**src/rtl/ioctl_fb_loader.sv**
```systemverilog
// ioctl_fb_loader: turns the hps_io ioctl byte stream of an OSD file load into
// little-endian packed framebuffer words and queues them for a ready/valid RAM
// write port, with busy/done pulses and sticky error flags.
module ioctl_fb_loader #(
    parameter int unsigned WORD_BYTES = 2,
    parameter int unsigned ADDR_W     = 16,
    parameter int unsigned FIFO_DEPTH = 4,
    parameter logic [7:0]  INDEX      = 8'd1,
    parameter int unsigned MAX_BYTES  = 76800
) (
    input  logic                    clk_sys,
    input  logic                    reset_n,
    input  logic                    ioctl_download,
    input  logic [7:0]              ioctl_index,
    input  logic                    ioctl_wr,
    input  logic [26:0]             ioctl_addr,
    input  logic [7:0]              ioctl_dout,
    output logic                    mem_wr,
    input  logic                    mem_ready,
    output logic [ADDR_W-1:0]       mem_addr,
    output logic [8*WORD_BYTES-1:0] mem_data,
    output logic [WORD_BYTES-1:0]   mem_be,
    output logic                    busy,
    output logic                    done,
    output logic [26:0]             byte_count,
    output logic                    err_gap,
    output logic                    err_size,
    output logic                    err_ovf
);

    localparam int unsigned LB = $clog2(WORD_BYTES);
    localparam int unsigned LW = (LB == 0) ? 1 : LB;
    localparam int unsigned PW = $clog2(FIFO_DEPTH);
    localparam int unsigned DW = 8 * WORD_BYTES;
    localparam logic [26:0] MAX_ADDR  = MAX_BYTES[26:0];
    localparam logic [PW:0] DEPTH_C   = FIFO_DEPTH[PW:0];
    localparam logic [LW-1:0] LAST_LANE = LW'(WORD_BYTES - 1);

    typedef enum logic [1:0] {S_IDLE, S_LOAD, S_FLUSH, S_DONE} state_t;

    state_t state, next_state;

    logic                  dl_q;
    logic [26:0]           expected_addr;
    logic [DW-1:0]         lane_data;
    logic [WORD_BYTES-1:0] be_acc;
    logic [ADDR_W-1:0]     word_addr_q;

    logic [ADDR_W-1:0]     fifo_addr [FIFO_DEPTH];
    logic [DW-1:0]         fifo_data [FIFO_DEPTH];
    logic [WORD_BYTES-1:0] fifo_be   [FIFO_DEPTH];
    logic [PW-1:0]         wr_ptr, rd_ptr;
    logic [PW:0]           fifo_count;

    logic                  start, byte_ok, gap_hit, size_hit;
    logic [LW-1:0]         lane;
    logic [ADDR_W-1:0]     word_addr_in;
    logic [DW-1:0]         merged_data;
    logic [WORD_BYTES-1:0] merged_be;
    logic                  word_push, flush_push, push_req, push_ok, pop, full, ovf_hit;
    logic [ADDR_W-1:0]     push_addr;
    logic [DW-1:0]         push_data;
    logic [WORD_BYTES-1:0] push_be;

    assign start        = (state == S_IDLE) && ioctl_download && !dl_q && (ioctl_index == INDEX);
    assign lane         = (WORD_BYTES == 1) ? '0 : ioctl_addr[LW-1:0];
    assign word_addr_in = ioctl_addr[ADDR_W+LB-1:LB];

    // Classify the incoming byte: gap first, then size limit, else it is accepted.
    always_comb begin
        byte_ok  = 1'b0;
        gap_hit  = 1'b0;
        size_hit = 1'b0;
        if (state == S_LOAD && ioctl_wr) begin
            if (ioctl_addr != expected_addr) begin
                gap_hit = 1'b1;
            end else if (ioctl_addr >= MAX_ADDR) begin
                size_hit = 1'b1;
            end else begin
                byte_ok = 1'b1;
            end
        end
    end

    // Merge the incoming byte into the lanes and pick what (if anything) gets pushed.
    always_comb begin
        merged_data = lane_data;
        merged_data[8*int'(lane) +: 8] = ioctl_dout;
        merged_be   = be_acc | (WORD_BYTES'(1) << lane);
        word_push   = byte_ok && (lane == LAST_LANE);
        flush_push  = (state == S_FLUSH) && (be_acc != '0);
        push_req    = word_push || flush_push;
        push_addr   = word_push ? word_addr_in : word_addr_q;
        push_data   = word_push ? merged_data  : lane_data;
        push_be     = word_push ? merged_be    : be_acc;
        pop         = (fifo_count != '0) && mem_ready;
        full        = (fifo_count == DEPTH_C);
        push_ok     = push_req && (!full || pop);
        ovf_hit     = push_req && full && !pop;
    end

    // State register.
    always_ff @(posedge clk_sys or negedge reset_n) begin
        if (!reset_n) begin
            state <= S_IDLE;
        end else begin
            state <= next_state;
        end
    end

    // Next-state logic; FLUSH waits until nothing is pending and the FIFO has drained.
    always_comb begin
        next_state = state;
        case (state)
            S_IDLE:  if (start) next_state = S_LOAD;
            S_LOAD:  if (!ioctl_download) next_state = S_FLUSH;
            S_FLUSH: if (be_acc == '0 && fifo_count == '0) next_state = S_DONE;
            S_DONE:  next_state = S_IDLE;
            default: next_state = S_IDLE;
        endcase
    end

    // Status outputs decoded from the state.
    always_comb begin
        busy = (state != S_IDLE);
        done = (state == S_DONE);
    end

    // Load datapath: lanes, byte counter, expected address and sticky errors.
    always_ff @(posedge clk_sys or negedge reset_n) begin
        if (!reset_n) begin
            dl_q          <= 1'b0;
            expected_addr <= '0;
            lane_data     <= '0;
            be_acc        <= '0;
            word_addr_q   <= '0;
            byte_count    <= '0;
            err_gap       <= 1'b0;
            err_size      <= 1'b0;
            err_ovf       <= 1'b0;
        end else begin
            dl_q <= ioctl_download;
            if (start) begin
                expected_addr <= '0;
                lane_data     <= '0;
                be_acc        <= '0;
                word_addr_q   <= '0;
                byte_count    <= '0;
                err_gap       <= 1'b0;
                err_size      <= 1'b0;
                err_ovf       <= 1'b0;
            end else begin
                if (gap_hit)  err_gap  <= 1'b1;
                if (size_hit) err_size <= 1'b1;
                if (ovf_hit)  err_ovf  <= 1'b1;
                if (byte_ok) begin
                    lane_data     <= merged_data;
                    be_acc        <= word_push ? '0 : merged_be;
                    word_addr_q   <= word_addr_in;
                    byte_count    <= byte_count + 27'd1;
                    expected_addr <= expected_addr + 27'd1;
                end else if (flush_push) begin
                    be_acc <= '0;
                end
            end
        end
    end

    // FIFO pointers and occupancy; a simultaneous push and pop leaves the count alone.
    always_ff @(posedge clk_sys or negedge reset_n) begin
        if (!reset_n) begin
            wr_ptr     <= '0;
            rd_ptr     <= '0;
            fifo_count <= '0;
        end else begin
            if (push_ok) wr_ptr <= wr_ptr + PW'(1);
            if (pop)     rd_ptr <= rd_ptr + PW'(1);
            case ({push_ok, pop})
                2'b10:   fifo_count <= fifo_count + (PW+1)'(1);
                2'b01:   fifo_count <= fifo_count - (PW+1)'(1);
                default: fifo_count <= fifo_count;
            endcase
        end
    end

    // FIFO storage; contents are only meaningful below the occupancy count.
    always_ff @(posedge clk_sys) begin
        if (push_ok) begin
            fifo_addr[wr_ptr] <= push_addr;
            fifo_data[wr_ptr] <= push_data;
            fifo_be[wr_ptr]   <= push_be;
        end
    end

    assign mem_wr   = (fifo_count != '0);
    assign mem_addr = fifo_addr[rd_ptr];
    assign mem_data = fifo_data[rd_ptr];
    assign mem_be   = fifo_be[rd_ptr];

endmodule
```
**config.mk**
```make
export PLATFORM = sky130hd
export DESIGN_NAME = ioctl_fb_loader
export DESIGN_NICKNAME = d
export VERILOG_FILES = /design/src/rtl/ioctl_fb_loader.sv
export SDC_FILE = /design/constraint.sdc
export NUM_CORES = 1
export LEC_CHECK = 0
export BUFFER_PORTS_ARGS = -buffer_cell sky130_fd_sc_hd__buf_4
export CORE_MARGIN = 2
export CORE_UTILIZATION = 58
export CTS_CLUSTER_DIAMETER = 120
export DETAILED_ROUTE_END_ITERATION = 10
export PLACE_DENSITY = 0.86
export SETUP_SLACK_MARGIN = 0.02
export SYNTH_ARGS = -nofsm -noshare
export SYNTH_HDL_FRONTEND = slang
export SYNTH_SLANG_ARGS = --single-unit
export TNS_END_PERCENT = 30
```
**constraint.sdc**
```tcl
create_clock -name clk_sys -period 3.65 [get_ports clk_sys]
set_input_delay 0.1825 -clock clk_sys [delete_from_list [all_inputs] [get_ports clk_sys]]
set_output_delay 0.1825 -clock clk_sys [all_outputs]
set_load 0.1 [all_outputs]
```
== Yosys cells after proc, flatten, opt, wreduce, memory -nomap -nowiden ==
Memory sizes are Yosys's and may differ from the RTL's.
Index checks and enable logic that the tools add are counted.
Widths: inputs -> output; s select.
Word-level totals
  register bits after elaboration: 101
  bits of input ports: 48
  memory bits (writable): 136
  word-level logic and storage cells: 105
  memories kept: 3
  output and inout bits: 67
Memory list
  fifo_addr: depth 4, width 16, rd ports 1, clocked after Yosys merged registers in 0, wr ports 1, RTL line 49  | logic [ADDR_W-1:0] fifo_addr [FIFO_DEPTH];
  fifo_data: depth 4, width 16, rd ports 1, clocked after Yosys merged registers in 0, wr ports 1, RTL line 50  | logic [DW-1:0] fifo_data [FIFO_DEPTH];
  fifo_be: depth 4, width 2, rd ports 1, clocked after Yosys merged registers in 0, wr ports 1, RTL line 51  | logic [WORD_BYTES-1:0] fifo_be [FIFO_DEPTH];
Cells by class
  equal/unequal tests: 11
  muxes and demuxes: 37
  reductions and logical operators: 29
  $add $sub $neg: 7
  order comparisons: 1
  shift operators: 3
  bitwise operators: 1
Operator list (count)
  $mux 27: 4
  $mux 16: 6
  $add 27x1->27 const B: 2
  $neg 4->33: 1
  $shift 8x33->16 const A: 1
  $shiftx 8x33->16: 1
  $ge 27x17->1 const B: 1
  $ne 27x27->1: 1
  $bwmux 16: 1
  $mux 1: 16
  $mux 2: 8
  $reduce_bool 2->1: 7
  $logic_and 1x1->1: 11
  $eq 8x1->1 const B: 1
  $pmux 2 s4: 1
  $eq 2x2->1 const B: 3
  $pmux 3 s2: 1
  $reduce_bool 3->1: 2
  $add 2x1->2 const B: 2
  $eq 2x1->1 const B: 2
  $logic_not 2->1: 2
  $ne 2x2->1 const B: 2
  $add 3x1->3 const B: 1
  $eq 3x3->1 const B: 1
  other kinds (8): 11

== Depth between registers and ports, before layout ==
Gate-level depths: netlist (run 1).
  word-level depth: 10
  gate-level depth with buffers: 12
  gate-level depth less buffers: 12

== Least setup slack after synthesis (run 1) ==
OpenSTA, ideal clock, no wires.
  path type: register -> register
  start: reg expected_addr[3]
  end: mem fifo_addr[0][0] (enable)
  stages on the path, launching flop included: 10
  arrival time: 2664 ps
  path buffers: 3
  clock period less this slack: 3059 ps
  data required time: 3256 ps
  setup time: 394 ps
  slack: 591 ps
  path through: dfrtp_1 -> buf_6 -> xnor2_2 -> nand4_1 -> nor4_4 -> nand4_1 -> buf_4 -> buf_6 -> a21oi_2 -> and2_1
On the way
  cells in the longest elaborated chain, start to end: 8
Ends and longest elaborated chain
  start: declaration: RTL line 44  | logic [26:0] expected_addr;
  start signal: assignment: RTL line 161  | expected_addr <= expected_addr + 27'd1;
  $ne 27x27->1: RTL line 75  | if (ioctl_addr != expected_addr) begin
  $mux 1: RTL line 75
  $mux 1: RTL line 74  | if (state == S_LOAD && ioctl_wr) begin
  $logic_and 1x1->1: RTL line 90  | word_push = byte_ok && (lane == LAST_LANE);
  $logic_or 1x1->1: RTL line 92  | push_req = word_push || flush_push;
  $logic_and 1x1->1: RTL line 98  | push_ok = push_req && (!full || pop);
  $mux 1: RTL line 188  | if (push_ok) begin
  $mux 1 (not written as such): RTL line 189  | fifo_addr[wr_ptr] <= push_addr;
  end: declaration: RTL line 49
No other way between the ends.

== Final worst setup path (run 1) ==
  start: reg expected_addr[4]
  end: reg fifo_count[2]
On the way
  cells in the longest elaborated chain, start to end: 8
  elaborated cells between the ends (all ways): 10
  those cells by class: eq/ne: 3; mux: 3; reduce/logical: 4
Ends and longest elaborated chain
  $ne 27x27->1 *: RTL line 75
  $mux 1 *: RTL line 75
  $mux 1 *: RTL line 74
  $logic_and 1x1->1 *: RTL line 90
  $logic_or 1x1->1 *: RTL line 92
  $logic_and 1x1->1 *: RTL line 98
  $eq 2x1->1 or $eq 2x2->1 (tied branches): RTL line 178  | case ({push_ok, pop})
  $pmux 3 s2 or $reduce_bool 2->1 (tied branches)
  end signal: assignment: RTL line 179  | 2'b10: fifo_count <= fifo_count + (PW+1)'(1);
  end signal: assignment: RTL line 180  | 2'b01: fifo_count <= fifo_count - (PW+1)'(1);
  end signal: assignment: RTL line 181  | default: fifo_count <= fifo_count;
  end: declaration: RTL line 53  | logic [PW:0] fifo_count;
Mark *: on every way between the ends. The rest lies on a longest branch, timed or not.
A chain may end at the register's enable or synchronous reset.

==> metrics.yaml, run 1 <==
setup_path:
  reg2reg_depth: 12
  path_common_cell: "nor2_1"
  r2r-end: "fifo_count[2]$_DFFE_PN0P_"
  cp-start-kind: "flip-flop"
  worst-path-buf-inv: 1
  critPathSlowestCell: "dfrtp_1"
  cp.arrival_ns: 3.47
  r2r_start: "expected_addr[4]$_DFFE_PN0P_"
  cp_top_family: "simple AND/OR/NAND/NOR gates"
  critPathCaptureType: "flip-flop"
  critPathMaxStageDelay_ns: 0.45
  critPathKind: "flip-flop to flip-flop"
  ff2ff_setup_slack_ns: 0.57
  cp_max_fo: 29
  path_cells: "xor2_1, nor3_1, nor4b_2, nand4_1, buf_4, nand2_1, nor2_1, fa_1, nor2_1, and3_1, a31oi_2, xnor2_1"
  crit_required_ns: 4.04
cts:
  htree_num_levels: 1
  root_buffer: "clkbuf_16"
  clock_latency_ns: 0.51
  clock-sinks: 237
  cts_resized: 0
  cts_buffers: 24
  cts_max_path_buffers: 3
  cts_tree: "built"
  path_clk_slew_ns: 0.06
yosys:
  yosys_warnings: 0
  syn-mean-instance-area_sq_um: 14.0
  ys_types: 47
  async_flop_share: 0.426
  syn_inst: 736
  synth_fp_nets: 796
  synth_seq_area_share: 0.642
  yosys_register_bits: 237
  synthesis.area_sq_um: 10300
  synth_edf_count: 136
  postSynth.topFlopCell: "edfxtp_1"
place:
  routabilityCongestion: 0.858
  portBuffers: 114
  hpwl_um: 14800
  place_area_sq_um: 11400
  place_ws_ns: 0.633
routing:
  ant_nets: 0
  drt-initial-drc-count: 475
  drc_errors: 0
  via_count: 6565
  vias_per_cell: 5.85
  wl_um: 23200
  firstDrtPassIters: 4
  wl_per_cell_um: 20.7
global_route:
  overflow: 0
  gr-usage-all-layers: 0.254
  grt_util_met3: 0.0386
  grt_pass1_wl_um: 36200
  grt_pass1_vias: 6603
  antenna_found_initial: 0
  grt_max_degree: 48
  busiest_layer: "met2"
  gr-usage-met2: 0.433
  use_met1: 0.347
floorplanning:
  die_area_sq_um: 18800
  io_pins: 115
  die_y_um: 137
  start_util: 0.594
  dieWidth_um: 137
  core.rowCount: 48
  core-area_sq_um: 17400
timing:
  final_max_slew_viol_count: 0
  fin_setup_tns_ns: 0
  grt_setup_unrepaired: "no"
  clock_skew_ns: 0.0125
  postLayoutSetupSlackWorst_ns: 0.567
  fin_crit_sh: 0.845
  hold_violations: 0
  clock.fmax_ghz: 0.324
  tightest_slew_ns: 0.991
  setup_viol: 0
  max_slew_margin: 0.338
  finalCriticalPeriod_ns: 3.08
run_status:
  status: "completed"
power:
  finalPower_mw: 6.83
  vdd_drop_max_v: 0.000529
  p_leak_nw: 4.62
  pwr_density_cell_nw_per_um2: 548
job:
  max-cap-violations: 0
finish:
  post-route-util: 0.718
  fin_area_sq_um: 12500
  area_growth_pct: 21.0
  diodes: 0
  nNetsFinal: 939
  drive_gt1_frac: 0.279
min_path:
  whs_path_depth: 3
  hp-class: "primary input to flip-flop"
  whs_endpoint: "rd_ptr[1]$_DFFE_PN0P_"
  hp-start: "mem_ready"
## how the worst max path moves through the flow
stage	start	end	slack [ns]	cells past startpoint
final	expected_addr[4]$_DFFE_PN0P_	fifo_count[2]$_DFFE_PN0P_	0.57	12
after global routing	state[1]$_DFFE_PN0P_	fifo_count[2]$_DFFE_PN0P_	0.32	13
after CTS	expected_addr[10]$_DFFE_PN0P_	fifo_count[2]$_DFFE_PN0P_	0.57	12
after detailed placement	expected_addr[10]$_DFFE_PN0P_	fifo_count[2]$_DFFE_PN0P_	0.63	12
after global placement	expected_addr[13]$_DFFE_PN0P_	fifo_count[2]$_DFFE_PN0P_	0.87	12
after floorplan	expected_addr[3]$_DFFE_PN0P_	fifo_addr[0][0]$_DFFE_PP_	0.59	9
## cell families (layout without fill, tap and decap cells)
logic type               Yosys count  count (layout)  share of synthesized area
buffers and inverters             56             217                     0.0236
AO/OA/AOI/OAI                     53              53                     0.0285
AND/OR/NAND/NOR                  250             250                      0.129
flip-flops                       237             237                      0.642
multiplexers                      62              62                      0.105
XOR/XNOR                          66              66                     0.0568
adder cells (fa/ha/maj)           12              12                     0.0153
## routing by layer
layer | wire (um) | up-vias
li1 | - | 2935
met1 | 9480 | 3313
met2 | 11800 | 279
met3 | 1570 | 38
met4 | 394 | 0
met5 | 0 | -
## cell type report
type | count | area (sq um)
Inverter | 11 | 41.3
Multi-Input combinational cell | 443 | 3450
Clock inverter | 8 | 113
Clock buffer | 36 | 687
Timing Repair Buffer | 162 | 1280
Sequential cell | 237 | 6610
Tap cell | 225 | 282
Fill cell | 1089 | 4890
## synthesized netlist by cell type (all sizes together) (3+ instances only)
| cell | count | area (sq um) |
|---|---|---|
| and2 | 23 | 144 |
| buf | 14 | 85.1 |
| inv | 11 | 41.3 |
| or3 | 5 | 31.3 |
| nor4b | 3 | 38.8 |
| mux2 | 26 | 293 |
| a31oi | 3 | 25.0 |
| o21ai | 9 | 45.0 |
| nor4 | 16 | 193 |
| and4 | 6 | 52.6 |
| mux4 | 34 | 766 |
| nand4 | 11 | 75.1 |
| nand2 | 78 | 293 |
| xnor2 | 56 | 498 |
| edfxtp | 136 | 4080 |
| xor2 | 10 | 87.6 |
| nand3 | 23 | 115 |
| clkbuf | 31 | 116 |
| a21oi | 36 | 184 |
| ha | 11 | 138 |
| and3 | 9 | 56.3 |
| dfrtp | 101 | 2530 |
| nor3 | 15 | 75.1 |
| nor2 | 52 | 195 |
## stage by stage
| stage | instances | hold slack (ns) |
|---|---|---|
| floorplan | 736 | -0.113 |
| global placement | 1051 | 0.237 |
| detailed placement | 1051 | 0.238 |
| CTS | 1122 | 0.0390 |
| global route | 1122 | 0.0765 |
| finish | 1122 | 0.0395 |
## state kept, by name (all words and copies together) (netlist names), 3 cells and up
name and flops:
fifo_data 64, expected_addr 27, fifo_addr 64, byte_count 27, fifo_be 8, fifo_count 3, lane_data 16, word_addr_q 16
## layout by cell type, fill, tap and decap left out, types with 4 or more instances in the layout
cell,count
edfxtp_1,136
and2_1,23
a21oi_1,35
nor4_2,10
dlygate4sd3_1,27
mux4_2,34
nand2_1,78
nand3_1,23
xor2_1,10
clkbuf_1,9
nand4_1,10
nor2_1,52
clkbuf_16,25
o21ai_0,9
xnor2_1,55
and3_1,8
nor4_1,4
ha_1,11
and4_1,6
mux2_2,26
dfrtp_1,100
inv_1,11
nor3_1,15
buf_4,135
or3_1,5
## repair_timing
item	in CTS	in global routing
hold buffers	27	0
hold endpoints to repair	71	0
buffers inserted	0	0
## tightest hold or removal path: cells and delay by family
kind / cells / cell delay, ns
buffers and inverters: 1 / 0.13
XOR/XNOR: 1 / 0.08
AND/OR/NAND/NOR: 1 / 0.11
## report_power, final
group / switching [mW] / internal, mW / total, mW
Sequential: 0.135 / 2.86 / 2.99
Combinational: 0.882 / 0.466 / 1.35
Clock: 0.982 / 1.51 / 2.49
No activity file was read; power rests on OpenSTA's default activity.
==> run 2: changes to the inputs <==
CORE_UTILIZATION = 53   (was 58)
PLACE_DENSITY = 0.83   (was 0.86)
clock period = 2.5 ns   (was 3.65 ns; I/O delays follow)
==> run 2 against run 1 <==
  * Worst setup slack worse by 0.54 ns
  * Die area is 9.2% higher
  * Critical endpoint unchanged
  * Global-route usage is 2.2 points lower
  * Non-clock buffer count is 35 higher
  * Largest power group unchanged
  * Largest cell class unchanged
==> metrics.yaml, run 2 (same netlist as run 1, synthesis figures left out) <==
setup_path:
  worst-path-buf-inv: 0  # -1
  critPathKind: "flip-flop to flip-flop"
  cp_top_family: "simple AND/OR/NAND/NOR gates"
  critPathMaxStageDelay_ns: 0.41  # -0.04 ns
  cp.arrival_ns: 2.87  # -0.60 ns
  critPathSlowestCell: "dfrtp_1"
  path_cells: "xnor2_1, nand4_1, nor4b_4, nand4_1, nand2_1, nor2_2, fa_2, nor2_1, and3_1, a31oi_2, xnor2_1"
  crit_required_ns: 2.90  # -1.14 ns
  cp-start-kind: "flip-flop"
  cp_max_fo: 3  # -90%
  critPathCaptureType: "flip-flop"
global_route:
  grt_max_degree: 55  # +15%
  gr-usage-all-layers: 0.231  # -0.0222
  antenna_found_initial: 0  # unchanged
  grt_pass1_vias: 6801  # +3.0%
  grt_pass1_wl_um: 36500  # +0.82%
  overflow: 0  # unchanged
floorplanning:
  io_pins: 115  # unchanged
  die_y_um: 143  # +4.5%
  start_util: 0.545  # -0.0483
  core-area_sq_um: 18900  # +8.9%
  dieWidth_um: 143  # +4.5%
  core.rowCount: 50  # +4.2%
  die_area_sq_um: 20600  # +9.2%
routing:
  highest_layer: "met4"
  m1WireLength_um: 9690  # +2.2%
  firstDrtPassIters: 5  # +1
  wl_met2_um: 12900  # +9.3%
  vias_per_cell: 5.67  # -3.0%
  wl_um: 24700  # +6.2%
  wl_per_cell_um: 20.7  # about the same
  drc_errors: 0  # unchanged
  wl_met3_um: 1400  # -10%
  ant_nets: 0  # unchanged
  via_count: 6758  # +2.9%
  drt-initial-drc-count: 516  # +8.6%
timing:
  grt_setup_unrepaired: "yes"
  fin_crit_sh: 0.987  # +0.143
  final_max_slew_viol_count: 0  # unchanged
  postLayoutSetupSlackWorst_ns: 0.0323  # -0.535 ns
  setup_viol: 0  # unchanged
  hold_violations: 0  # unchanged
  clock.fmax_ghz: 0.405  # +25%
  max_slew_margin: 0.501  # +0.163
  finalCriticalPeriod_ns: 2.47  # -0.615 ns
  clock_skew_ns: 0.00830  # -0.00418 ns
  timing.hold.ws_ns: 0.175  # +0.135 ns
  tightest_slew_ns: 0.738  # -0.253 ns
cts:
  cts_max_path_buffers: 3  # unchanged
  cts_tree: "built"
  htree_num_levels: 1  # unchanged
  root_buffer: "clkbuf_16"
  path_clk_slew_ns: 0.06  # about the same
  clock-sinks: 237  # unchanged
  clock_latency_ns: 0.52  # about the same
  cts_buffers: 24  # unchanged
finish:
  area_growth_pct: 26.2
  layout_commonest_cell: "buf_4"
  diodes: 0  # unchanged
  layout_common_cells: "152 x buf_4, 136 x edfxtp_1, 95 x dfrtp_1"
  reg_top3: "fifo_addr: 64 flops, fifo_data: 64 flops"
  nNetsFinal: 974  # +3.7%
  post-route-util: 0.688  # -0.0304
  drive_gt1_frac: 0.323  # +0.0446
  fin_area_sq_um: 13000  # +4.2%
place:
  portBuffers: 114  # unchanged
  place_ws_ns: -0.00905  # -0.642 ns
  hpwl_um: 15600  # +4.9%
  routabilityCongestion: 0.887  # +3.3%
  place_area_sq_um: 11800  # +3.1%
min_path:
  hp-class: "primary input to asynchronous set/reset pin"
power:
  vdd_drop_max_v: 0.000723  # +37%
  p_leak_nw: 4.86  # +5.1%
  pwr_density_cell_nw_per_um2: 760  # +39%
run_status:
  status: "completed"
job:
  max-cap-violations: 0  # unchanged
[run 2: path summary, 6_finish.rpt]
path	from	end	slack (ns)	cells after the start
max in group asynchronous	reset_n	lane_data[0]$_DFFE_PN0P_	1.55	3
worst max-delay path	expected_addr[14]$_DFFE_PN0P_	fifo_count[2]$_DFFE_PN0P_	0.03	11
worst min register to register	expected_addr[23]$_DFFE_PN0P_	expected_addr[23]$_DFFE_PN0P_	0.50	1
worst max register to register	expected_addr[14]$_DFFE_PN0P_	fifo_count[2]$_DFFE_PN0P_	0.03	11
min in group clk_sys	ioctl_index[6]	expected_addr[20]$_DFFE_PN0P_	0.29	5
worst min-delay path	reset_n	byte_count[4]$_DFFE_PN0P_	0.17	2
[run 2: area by class of cell]
class,instances,area (sq um)
flip-flops and latches,237,6620
fillers,1274,5890
multi-input cells,443,3500
repair buffers,197,1750
clock buffers,29,629
well taps,260,325
clock inverters,14,135
inverters,11,41.3
[run 2: power breakdown]
part	switching [mW]	internal, mW
clock	1.45	2.01
sequential	0.115	4.17
combinational	1.39	0.741
total	2.96	6.92
[run 2: timing repair]
| action | in CTS | in global routing |
|---|---|---|
| gates resized for setup | 1 | 7 |
| hold endpoints to repair | 91 | 0 |
| endpoints found under the setup margin | 50 | 235 |
| pin swaps | 1 | 12 |
| buffers inserted | 3 | 6 |
| gates cloned | 0 | 4 |
| hold buffers | 29 | 0 |
[run 2: worst reg2reg max path, stage by stage, from the launching register on]
cell and delay (ns):
dfrtp_1 0.41, xnor2_1 0.17, nand4_1 0.20, nor4b_4 0.37, nand4_1 0.18, nand2_1 0.14, nor2_2 0.06, fa_2 0.37
nor2_1 0.08, and3_1 0.18, a31oi_2 0.05, xnor2_1 0.14
[run 2: layer usage]
metal  vias up  track usage
met2       262        0.406
met5         -            0
met4         0       0.0681
li1       3011            -
met3        52       0.0420
met1      3433        0.296
[run 2: metrics by stage]
step | std cells | power (mW) | setup TNS (ns)
after floorplan | 736 | 5.87 | -0.0955
after global placement | 1106 | 6.37 | 0
after detailed placement | 1106 | 6.40 | -0.137
after CTS | 1181 | 9.88 | -0.00668
after global routing | 1191 | 10.2 | -7.88
final | 1191 | 9.87 | 0
==> run 3: changes to the inputs <==
==> constraint.sdc (replaced) <==
create_clock -name clk_sys -period 2.5 [get_ports clk_sys]
set_input_delay 0.5 -clock clk_sys [delete_from_list [all_inputs] [get_ports clk_sys]]
set_output_delay 0.5 -clock clk_sys [all_outputs]
set_load 0.1 [all_outputs]
==> run 3 against run 2 <==
  * Core utilization up 1.1 points
  * Worst setup slack got worse by 0.054 ns
  * Largest cell class unchanged
  * Fmax shrank 2.2%
  * Non-clock buffer count fell by 5
  * Cell count shrank 0.17%
  * Routed wire length fell by 5.2%
  * The flow now finishes with violations (negative setup slack)
==> metrics.yaml, run 3 (same netlist as run 1, synthesis figures left out) <==
cts:
  cts_tree: "built"
  root_buffer: "clkbuf_16"
  clock_latency_ns: 0.53  # about the same
  htree_num_levels: 1  # unchanged
  clock-sinks: 237  # unchanged
  cts_max_path_buffers: 3  # unchanged
  cts_buffers: 25  # +4.2%
  path_clk_slew_ns: 0.06  # about the same
finish:
  stdcell_count: 1189  # -0.17%
  layout_common_cells: "144 x buf_4, 136 x edfxtp_1, 96 x dfrtp_1"
  post-route-util: 0.699  # +0.0111
  drive_gt1_frac: 0.362  # +0.0384
  layout_commonest_cell: "buf_4"
  diodes: 0  # unchanged
  reg_top3: "fifo_addr: 64 flops, fifo_data: 64 flops"
  area_growth_pct: 28.2
  nNetsFinal: 970  # -0.41%
  fill_cells: 1310  # +2.8%
routing:
  firstDrtPassIters: 5  # unchanged
  drt-initial-drc-count: 460  # -11%
  ant_nets: 0  # unchanged
  wl_um: 23400  # -5.2%
  via_count: 6617  # -2.1%
  drc_errors: 0  # unchanged
  vias_per_cell: 5.57  # -1.9%
  wl_per_cell_um: 19.7  # -5.0%
power:
  p_comb_frac: 0.214  # -0.002
  seqPwrFrac: 0.417  # -0.017
  vdd_drop_max_v: 0.000552  # -24%
  finalPower_mw: 10.3  # +4.0%
  p_switching_mw: 2.99  # +1.1%
  p_int_mw: 7.28  # +5.2%
  power_frac_clock: 0.368  # +0.018
  pwr_density_cell_nw_per_um2: 777  # +2.3%
  swShare: 0.291  # -0.00829
  p_leak_nw: 5.00  # +2.9%
floorplanning:
  die_y_um: 143  # unchanged
  core-area_sq_um: 18900  # unchanged
  start_util: 0.545  # unchanged
  io_pins: 115  # unchanged
  core.rowCount: 50  # unchanged
  dieWidth_um: 143  # unchanged
  die_area_sq_um: 20600  # unchanged
job:
  max-cap-violations: 0  # unchanged
setup_path:
  cp_max_fo: 14  # +11
  ff2ff_setup_slack_ns: 0.06  # +0.03 ns
  critPathSlowestCell: "mux4_2"
  reg2reg_depth: 8  # -3
  critPathCaptureType: "output port"
  crit_required_ns: 2.00  # -0.90 ns
  r2r-end: "fifo_data[1][13]$_DFFE_PP_"
  cp.arrival_ns: 2.02  # -0.85 ns
  critPathMaxStageDelay_ns: 0.58  # +0.17 ns
  critPathKind: "flip-flop to output port"
  r2r_start: "expected_addr[15]$_DFFE_PN0P_"
  path_cells: "buf_12, mux4_2, buf_8"
  cp-start-kind: "flip-flop"
min_path:
  hp-start: "ioctl_download"
  hp-class: "primary input to flip-flop"
  whs_endpoint: "dl_q$_DFF_PN0_"
  whs_path_depth: 1
timing:
  setup_viol: 5  # +5
  fin_crit_sh: 1.01  # +0.0217
  hold_violations: 0  # unchanged
  clock.fmax_ghz: 0.397  # -2.2%
  final_max_slew_viol_count: 0  # unchanged
  postLayoutSetupSlackWorst_ns: -0.0220  # -0.0543 ns
  clock_skew_ns: 0.0311  # +0.0228 ns
  timing.hold.ws_ns: 0.103  # -0.0720 ns
  max_slew_margin: 0.602  # +0.101
  grt_setup_unrepaired: "yes"
  finalCriticalPeriod_ns: 2.52  # +0.0543 ns
  fin_setup_tns_ns: -0.0434  # -0.0434 ns
  tightest_slew_ns: 0.595  # -0.143 ns
global_route:
  overflow: 0  # unchanged
  gr-usage-all-layers: 0.231  # about the same
  grt_pass1_vias: 6747  # -0.79%
  grt_pass1_wl_um: 36700  # +0.68%
  grt_max_degree: 61  # +11%
  antenna_found_initial: 0  # unchanged
place:
  portBuffers: 114  # unchanged
  routabilityCongestion: 0.871  # -1.7%
  dpl.cell_count: 1135  # +2.6%
  hpwl_um: 15400  # -0.74%
run_status:
  violations: "negative setup slack"
  status: "complete, but fails checks"
## run 3: changes by cell type in the layout (fill, tap and decap cells not counted), moves of 7 or more
cell           change
dlygate4sd3_1     -28
buf_6             +20
buf_4              -8
xnor2_1            -8
xnor2_2            +8
buf_8              +7
## run 3: cell type report
cell class                 count  area [sq um]  share of cell area
sequential                   237          6620               0.501
clock inverter                20           215              0.0163
multi-input combinational    443          3560               0.270
timing repair buffer         192          1810               0.137
inverter                      11          41.3             0.00313
tap                          260           325              0.0246
clock buffer                  26           629              0.0476
## run 3: timing repair
item                       CTS  global route
setup buffers                1             4
setup endpoints to repair  124           207
pin swaps                    1            10
hold buffers                 1             0
cloned                       0             2
gates resized for setup     38            10
hold endpoints to repair    32             0
## run 3: how the worst max path moves through the flow
stage / endpoint / startpoint / slack, ns / cells past startpoint
finish: mem_addr[6] / rd_ptr[0]$_DFFE_PN0P_ / -0.02 / 3
global route: fifo_count[2]$_DFFE_PN0P_ / expected_addr[10]$_DFFE_PN0P_ / -0.09 / 11
CTS: mem_addr[6] / rd_ptr[0]$_DFFE_PN0P_ / -0.06 / 3
detailed placement: fifo_data[1][11]$_DFFE_PP_ / ioctl_addr[21] / -0.14 / 9
global placement: fifo_data[0][9]$_DFFE_PP_ / ioctl_addr[23] / -0.1 / 9
floorplan: byte_count[24]$_DFFE_PN0P_ / byte_count[12]$_DFFE_PN0P_ / -0.1 / 7
## run 3: metrics by stage
step / setup slack [ns] / cell area [sq um]
6_report: -0.0220 / 13200
4_1_cts: -0.0574 / 13100
5_1_grt: -0.0943 / 13200
3_5_place_dp: -0.138 / 12100
3_3_place_gp: -0.0989 / 12100
2_1_floorplan: -0.0955 / 10400
## run 3: power groups by stage
| stage | registers, mW | logic (mW) | clock network [mW] |
|---|---|---|---|
| after floorplan | 4.30 | 1.57 | 0 |
| after global placement | 4.38 | 2.07 | 0 |
| after detailed placement | 4.38 | 2.08 | 0 |
| after CTS | 4.29 | 2.22 | 3.83 |
| after global routing | 4.30 | 2.35 | 4.01 |
| final | 4.29 | 2.20 | 3.78 |
## run 3: critical path: cells and delay by family (launching register included)
| family | cells | cell delay, ns |
|---|---|---|
| multiplexers | 1 | 0.58 |
| buffers and inverters | 2 | 0.39 |
| flip-flops | 1 | 0.51 |
## run 3: per-layer routing
metal / vias up / track usage / share of wire
li1: 3017 / - / -
met1: 3315 / 0.316 / 0.41
met2: 243 / 0.396 / 0.51
met3: 42 / 0.0310 / 0.060
met4: 0 / 0.0593 / 0.019
met5: - / 0 / 0
